===== src/rtl/sfifo_unpack.sv =====
// Unpacks IW-bit words popped from an async-read FIFO into a stream of OW-bit sub-words.
// Define SFIFO_UNPACK_LAST_EN to add the o_last and o_count outputs.
module sfifo_unpack #(
    parameter int IW            = 32,
    parameter int OW            = 8,
    parameter bit OPT_LSB_FIRST = 1'b0,
    localparam int NW           = IW / OW,
    localparam int CW           = $clog2(NW) + 1
) (
    input  logic          i_clk,
    input  logic          i_reset_n,
    output logic          o_fifo_rd,
    input  logic [IW-1:0] i_fifo_data,
    input  logic          i_fifo_empty,
    input  logic          i_flush,
    output logic          o_valid,
    input  logic          i_ready,
    output logic [OW-1:0] o_data,
    output logic          o_busy
`ifdef SFIFO_UNPACK_LAST_EN
    ,
    output logic          o_last,
    output logic [CW-1:0] o_count
`endif
);

    logic [IW-1:0] sreg;
    logic [CW-1:0] nleft;
    logic          accept;
    logic          load;

    // Handshake: a sub-word transfers on a cycle where o_valid && i_ready; while
    // o_valid is high and i_ready low, o_valid and o_data hold unchanged.
    assign o_valid = (nleft != '0);
    assign accept  = o_valid && i_ready;

    // Reload as the last sub-word leaves so word boundaries cost no bubble cycle.
    assign load = i_reset_n && !i_fifo_empty && !i_flush &&
                  ((nleft == '0) || ((nleft == CW'(1)) && accept));

    assign o_fifo_rd = load;
    assign o_busy    = o_valid || !i_fifo_empty;

    generate
        if (OPT_LSB_FIRST) begin : g_lsb
            assign o_data = sreg[OW-1:0];
        end else begin : g_msb
            assign o_data = sreg[IW-1 -: OW];
        end
    endgenerate

    always_ff @(posedge i_clk or negedge i_reset_n) begin
        if (!i_reset_n) begin
            sreg  <= '0;
            nleft <= '0;
        end else if (i_flush) begin
            nleft <= '0;
        end else if (load) begin
            sreg  <= i_fifo_data;
            nleft <= CW'(NW);
        end else if (accept) begin
            sreg  <= OPT_LSB_FIRST ? (sreg >> OW) : (sreg << OW);
            nleft <= nleft - CW'(1);
        end
    end

`ifdef SFIFO_UNPACK_LAST_EN
    assign o_last  = o_valid && (nleft == CW'(1));
    assign o_count = nleft;
`endif

endmodule

===== config.mk =====
export PLATFORM = sky130hd
export DESIGN_NAME = sfifo_unpack
export DESIGN_NICKNAME = d
export VERILOG_FILES = /design/src/rtl/sfifo_unpack.sv
export SDC_FILE = /design/constraint.sdc
export NUM_CORES = 1
export LEC_CHECK = 0
export ABC_AREA = 1
export CELL_PAD_IN_SITES_DETAIL_PLACEMENT = 0
export CELL_PAD_IN_SITES_GLOBAL_PLACEMENT = 1
export CORE_MARGIN = 4
export CORE_UTILIZATION = 35
export CTS_CLUSTER_DIAMETER = 200
export DETAILED_ROUTE_END_ITERATION = 8
export PLACE_DENSITY = 0.83
export SYNTH_ARGS = -nofsm -noshare
export SYNTH_HDL_FRONTEND = slang
export SYNTH_SLANG_ARGS = --single-unit

===== constraint.sdc =====
create_clock -name i_clk -period 1.8 [get_ports i_clk]
set_input_delay 0.45 -clock i_clk [delete_from_list [all_inputs] [get_ports i_clk]]
set_output_delay 0.45 -clock i_clk [all_outputs]
set_load 0.05 [all_outputs]

==> results of run 1 <==
routing by layer:
metal / global-route usage / up-vias
met3: 0.0439 / 6
met2: 0.252 / 51
li1: - / 908
met1: 0.185 / 792
met4: 0.0565 / 0
met5: 0 / -
layout make-up:
| class | count | area share |
|---|---|---|
| clock buffers | 6 | 0.0266 |
| repair buffers | 71 | 0.258 |
| multi-input cells | 197 | 0.324 |
| inverters | 10 | 0.0165 |
| clock inverters | 2 | 0.0220 |
| well taps | 70 | 0.0321 |
| flip-flops and latches | 35 | 0.321 |
sequential cells by signal, summed over array words and instances, names as in the netlist:
register  flops
sreg         32
nleft         3
worst paths after layout:
kind                           start        end  slack [ns]  cells past startpoint
setup / recovery            nleft[0]  o_fifo_rd       -0.02                      7
hold / removal             i_reset_n   sreg[24]        0.26                      2
setup reg to reg            nleft[0]   sreg[30]        0.10                     11
hold reg to reg              sreg[5]    sreg[5]        0.48                      2
max in group asynchronous  i_reset_n   nleft[0]        1.20                      2
min in group i_clk           sreg[5]    sreg[5]        0.48                      2
where the power goes:
part	switching, mW	leakage, nW	internal (mW)
combinational	1.39	0.943	0.936
sequential	0.196	0.454	1.14
clock	0.291	0.0654	0.554
total	1.87	1.46	2.63
logic make-up (layout without fill, tap and decap cells):
kind of cell               after synthesis  in the layout
adders and majority gates                3              3
xor gates and xnor gates                 1              1
buffers and inverters                   30             89
AOI/OAI and AO/OA                        1              1
and+or+nand+nor                        192            192
DFF                                     35             35
cell usage after synthesis:
cell	count	area, sq um
nand2_2	3	18.8
buf_6	5	56.3
inv_1	6	22.5
nand3_1	25	125
dfrtp_1	35	876
inv_2	3	11.3
buf_2	1	5.00
ha_1	3	37.5
buf_4	12	90.1
a21oi_4	1	16.3
clkbuf_1	2	7.51
nand2_1	156	586
nand2_4	1	11.3
nand3_2	1	10.0
nand4_1	2	12.5
clkinv_1	1	3.75
nor2_1	3	11.3
xnor2_1	1	8.76
nor2_2	1	6.26
what timing repair did:
item,4_1_cts,5_1_grt
endpoints found under the hold margin,0,0
setup buffers,3,4
pin swaps,1,3
resized for setup,10,4
endpoints found under the setup margin,2,4
layout by cell type (no fill, tap or decap), types with 2 or more instances in the layout:
master           Yosys  routed
nand2_1            156     155
clkdlybuf4s50_1      0      34
dfrtp_1             35      34
buf_4               12      28
nand3_1             25      25
buf_12               0       7
clkbuf_8             0       5
inv_2                3       4
nand2_2              3       4
inv_1                6       4
nor2_2               1       3
nand4_1              2       2
ha_4                 0       2
bufinv_16            0       2
stage by stage:
stage / area, sq um / setup WS (ns)
after global routing: 2730 / -0.0865
final: 2730 / -0.0187
after floorplan: 1920 / 0.0847
after global placement: 2500 / -0.0935
after detailed placement: 2500 / -0.109
after CTS: 2680 / -0.00379
==> reports/metrics.cfg, run 1 <==
[synth]
synthMuxAreaShare=0
yosys.area_share.simple=0.408
synth_seq_cells=35
synth_xor_area_frac=0.00457
synthAdderAreaFrac=0.0196
synth_top_family_by_area=simple AND/OR/NAND/NOR gates
synth_seq_area_share=0.457
synth.avg_cell_area_sq_um=7.31
synth_nets=302
synth-compound-area-share=0.00849
syn_inst=262
ys_types=19
synthesis.area_sq_mm=0.00192
yosysWarnings=0

[drt]
met2_length_mm=2.11
vias_per_cell=4.49
drt_iter0_drc=91
avgRoutedWirePerCell_microns=11.8
drc=0
met3_length_microns=309
highest_layer=met4
met1Wirelength_mm=2.14
num_vias=1757
ant_nets=0
wl_mm=4.63
drt_pre_antenna_iters=4

[critical_path]
endpoint_kind=primary output
crit_path_cell_trace=inv_2, ha_4, inv_4, nand2_4, nand3_4, clkinv_4, buf_12
cp-start-kind=flop
critPathMaxStageDelay_ns=0.44
path_max_fanout=3
criticalPathCategory=flop to primary output
cp_top_family=flip-flops
crit_slowest_cell=dfrtp_2
crit_arrival_ns=1.37
critPathBufInv=4
crit_required_ns=1.35

[sta]
setup-tns-final_ns=-0.0187
slew_violations=0
fin_skew_ns=0.00783
fin_crit_ns=1.82
final_hold_viol_count=0
setup_viol=1
min_period_over_period=1.01
fmaxAchievable_mhz=550
rsz0062_at_grt=yes
holdWs_ns=0.262
worst_pin_slew_ns=0.453
worst_slack_ns=-0.0187
relSlewSlack=0.698

[place]
dp.cells=376
place_hpwl_mm=3.13
gp_congestion=0.706
io_buffers=47

[cts]
htreeDepth=2
cts_made_buffers=5
cts_tree=built
cts.sinks=35
cts_hold_buf=0
cts_buffer_depth=2
cts-root-buf=clkbuf_8
clk_latency_ns=0.29
clk_transition_reported_paths_ns=0.08

[outcome]
status=finished with violations
violations=setup timing

[grt]
antenna_found_initial=0
grt_pass1_vias=1737
overflow=0
grt_pass1_wl_mm=7.73
grt_max_degree=36
grtUsageTotal=0.151

[layout]
final_util=0.525
antenna_cells=0
fin_cells=391
drive_gt1_frac=0.193
seq_area_sq_um=877
syn2layout_area_growth_pct=42.5
multi_input_area_sq_um=883
nets=360
fillerInstances=515

[power]
max-vdd-ir-drop_uv=641
p_total_mw=4.50
power_per_cell_area_mw_per_mm2=1650
power.leakage_nw=1.46

[run]
max_cap_viol_count=0

[die]
core_area_sq_mm=0.00520
num_rows=26
dieArea_sq_mm=0.00672
die_height_microns=82.0
ioPinCount=48
die_w_microns=82.0
initial_core_util=0.368

[min_path]
hold_path_class=primary input to async pin

(Power assumes the default switching activity.)
==> inputs of run 2 (changes only) <==
==> config.mk (replaced) <==
export PLATFORM = sky130hd
export DESIGN_NAME = sfifo_unpack
export DESIGN_NICKNAME = d
export VERILOG_FILES = /design/src/rtl/sfifo_unpack.sv
export SDC_FILE = /design/constraint.sdc
export NUM_CORES = 1
export LEC_CHECK = 0
export ABC_AREA = 1
export ABC_CLOCK_PERIOD_IN_PS = 1600
export CELL_PAD_IN_SITES_DETAIL_PLACEMENT = 2
export CELL_PAD_IN_SITES_GLOBAL_PLACEMENT = 2
export CORE_MARGIN = 4
export CORE_UTILIZATION = 24
export CTS_CLUSTER_DIAMETER = 200
export DETAILED_ROUTE_END_ITERATION = 8
export PLACE_DENSITY = 0.78
export SYNTH_ARGS = -nofsm -noshare
export SYNTH_HDL_FRONTEND = slang
export SYNTH_SLANG_ARGS = --single-unit
==> constraint.sdc (replaced) <==
create_clock -name i_clk -period 1.6 [get_ports i_clk]
set_input_delay 0.4 -clock i_clk [delete_from_list [all_inputs] [get_ports i_clk]]
set_output_delay 0.4 -clock i_clk [all_outputs]
set_load 0.05 [all_outputs]
==> run 2 against run 1 <==
Effect of this change:
- the flow still finishes with violations (setup timing)
- routed wire length up 23%
- setup slack worse by 0.16 ns
- global-route usage down 2.5 points
- non-clock buffer count down 5
- critical path depth down 1
- core utilization down 16 points
- largest cell class unchanged
- sequential share of layout area down 0.75 points
- die area up 41%
- register-to-register slack worse by 0.18 ns
- clock-buffer cell count up 1
- clock power down 26%
- power up 14%
==> reports/metrics.cfg, run 2 (same netlist as run 1, synthesis figures left out) <==
[critical_path]
critPathMaxStageDelay_ns=0.39  ; -0.05 ns
endpoint_kind=primary output
crit_required_ns=1.20  ; -0.15 ns
cp_top_family=buffers and inverters
crit_arrival_ns=1.38  ; about the same
crit_path_cell_trace=inv_2, ha_4, buf_4, nand2_4, buf_6, buf_12
path_max_fanout=3  ; unchanged
critPathBufInv=4  ; unchanged
criticalPathCategory=flop to primary output
cp-start-kind=flop
r2r_slack_ns=-0.08  ; -0.18 ns
crit_slowest_cell=dfrtp_1

[layout]
nets=355  ; -1.4%
final_common_cell=nand2_1
multi_input_area_sq_um=898  ; +1.7%
fillerInstances=871  ; +69%
antenna_cells=0  ; unchanged
fin_cells=418  ; +6.9%
seq_area_sq_um=877  ; unchanged
drive_gt1_frac=0.180  ; -0.0128
regMostFlops=sreg
top_regs=sreg: 32 flops, nleft: 3 flops
final_cell_mix=154 x nand2_1, 34 x dfrtp_1, 33 x clkdlybuf4s50_1
syn2layout_area_growth_pct=45.9
largest_register_ffs=32  ; unchanged

[drt]
wl_mm=5.72  ; +23%
met3_length_microns=218  ; -29%
drt_iter0_drc=65  ; -29%
avgRoutedWirePerCell_microns=13.7  ; +16%
highest_layer=met4
drc=0  ; unchanged
vias_per_cell=4.33  ; -3.6%
met2_length_mm=3.00  ; +42%
ant_nets=0  ; unchanged
drt_pre_antenna_iters=4  ; unchanged
met1Wirelength_mm=2.47  ; +16%
num_vias=1811  ; +3.1%

[power]
power.leakage_nw=1.47  ; +0.35%
p_total_mw=5.15  ; +14%
max-vdd-ir-drop_uv=567  ; -12%
power_per_cell_area_mw_per_mm2=1840  ; +12%

[grt]
grt_pass1_vias=2005  ; +15%
grt_max_degree=36  ; unchanged
overflow=0  ; unchanged
antenna_found_initial=0  ; unchanged
grtUsageTotal=0.127  ; -0.0247
grt_pass1_wl_mm=9.76  ; +26%

[die]
num_rows=32  ; +23%
core_area_sq_mm=0.00773  ; +48%
initial_core_util=0.248  ; -0.120
die_height_microns=97.3  ; +19%
ioPinCount=48  ; unchanged
die_w_microns=97.3  ; +19%
dieArea_sq_mm=0.00948  ; +41%

[sta]
worst_pin_slew_ns=0.454  ; +0.000420 ns
worst_slack_ns=-0.180  ; -0.161 ns
fin_crit_ns=1.78
final_hold_viol_count=0  ; unchanged
holdWs_ns=0.188  ; -0.0743 ns
min_period_over_period=1.11
setup_viol=35  ; +34
slew_violations=0  ; unchanged
fin_skew_ns=0.00328  ; -0.00455 ns
fmaxAchievable_mhz=562
rsz0062_at_grt=yes
relSlewSlack=0.698  ; about the same
setup-tns-final_ns=-2.19  ; -2.17 ns

[place]
place_hpwl_mm=4.07  ; +30%
dp.cells=406  ; +8.0%
gp_congestion=0.713  ; +0.96%
io_buffers=47  ; unchanged

[outcome]
status=finished with violations
violations=setup timing

[min_path]
hold_path_class=primary input to async pin

[cts]
clk_latency_ns=0.28  ; about the same
cts.sinks=35  ; unchanged
clk_transition_reported_paths_ns=0.07  ; about the same
cts_made_buffers=5  ; unchanged
cts_buffer_depth=2  ; unchanged
htreeDepth=2  ; unchanged
cts_tree=built
cts_hold_buf=0  ; unchanged
cts-root-buf=clkbuf_8

[run]
max_cap_viol_count=0  ; unchanged

run 2: changes by cell type in the layout (fill, tap and decap cells not counted), sizes merged:
cell / previous run / this run
buf: 36 / 31
bufinv: 2 / 0
clkbuf: 6 / 7
clkdlybuf4s50: 34 / 33
clkinv: 1 / 2
dlygate4sd2: 1 / 0
dlymetal6s2s: 0 / 2
run 2: final cells by class:
| cell class | count | area share |
|---|---|---|
| multi-input combinational | 197 | 0.321 |
| sequential | 35 | 0.314 |
| timing repair buffer | 66 | 0.275 |
| clock inverter | 1 | 0.00179 |
| inverter | 10 | 0.0152 |
| tap | 102 | 0.0457 |
| clock buffer | 7 | 0.0273 |
run 2: final timing paths:
path                       depth (start not counted)  endpoint       from
setup / recovery                                   6   o_valid   nleft[1]
hold reg to reg                                    2   sreg[0]    sreg[0]
setup reg to reg                                  11  sreg[14]   nleft[1]
min in group i_clk                                 2   sreg[0]    sreg[0]
hold / removal                                     2  sreg[29]  i_reset_n
max in group asynchronous                          2  nleft[0]  i_reset_n
run 2: repair_timing:
action | CTS | global route
cloned | 0 | 0
pin swaps | 2 | 3
buffers inserted | 1 | 3
gates resized for setup | 14 | 4
setup endpoints to repair | 36 | 38
run 2: through the flow:
stage / area [sq um] / utilization / setup WS, ns
after floorplan: 1920 / - / 0.00274
after global placement: 2620 / 0.338 / -0.275
after detailed placement: 2620 / 0.338 / -0.395
after CTS: 2760 / 0.357 / -0.200
after global routing: 2800 / 0.362 / -0.246
final: 2800 / 0.362 / -0.180
run 2: routing by layer:
metal	vias to the layer above	track usage
met3	4	0.0273
met4	0	0.0256
li1	898	-
met5	-	0
met1	871	0.155
met2	38	0.229
run 2: report_power, final:
| part | total [mW] | leakage [nW] | switching (mW) | internal, mW |
|---|---|---|---|---|
| Clock | 0.621 | 0.0422 | 0.315 | 0.306 |
| Sequential | 1.57 | 0.454 | 0.281 | 1.28 |
| Combinational | 2.96 | 0.971 | 1.64 | 1.32 |
| Total | 5.15 | 1.47 | 2.24 | 2.91 |
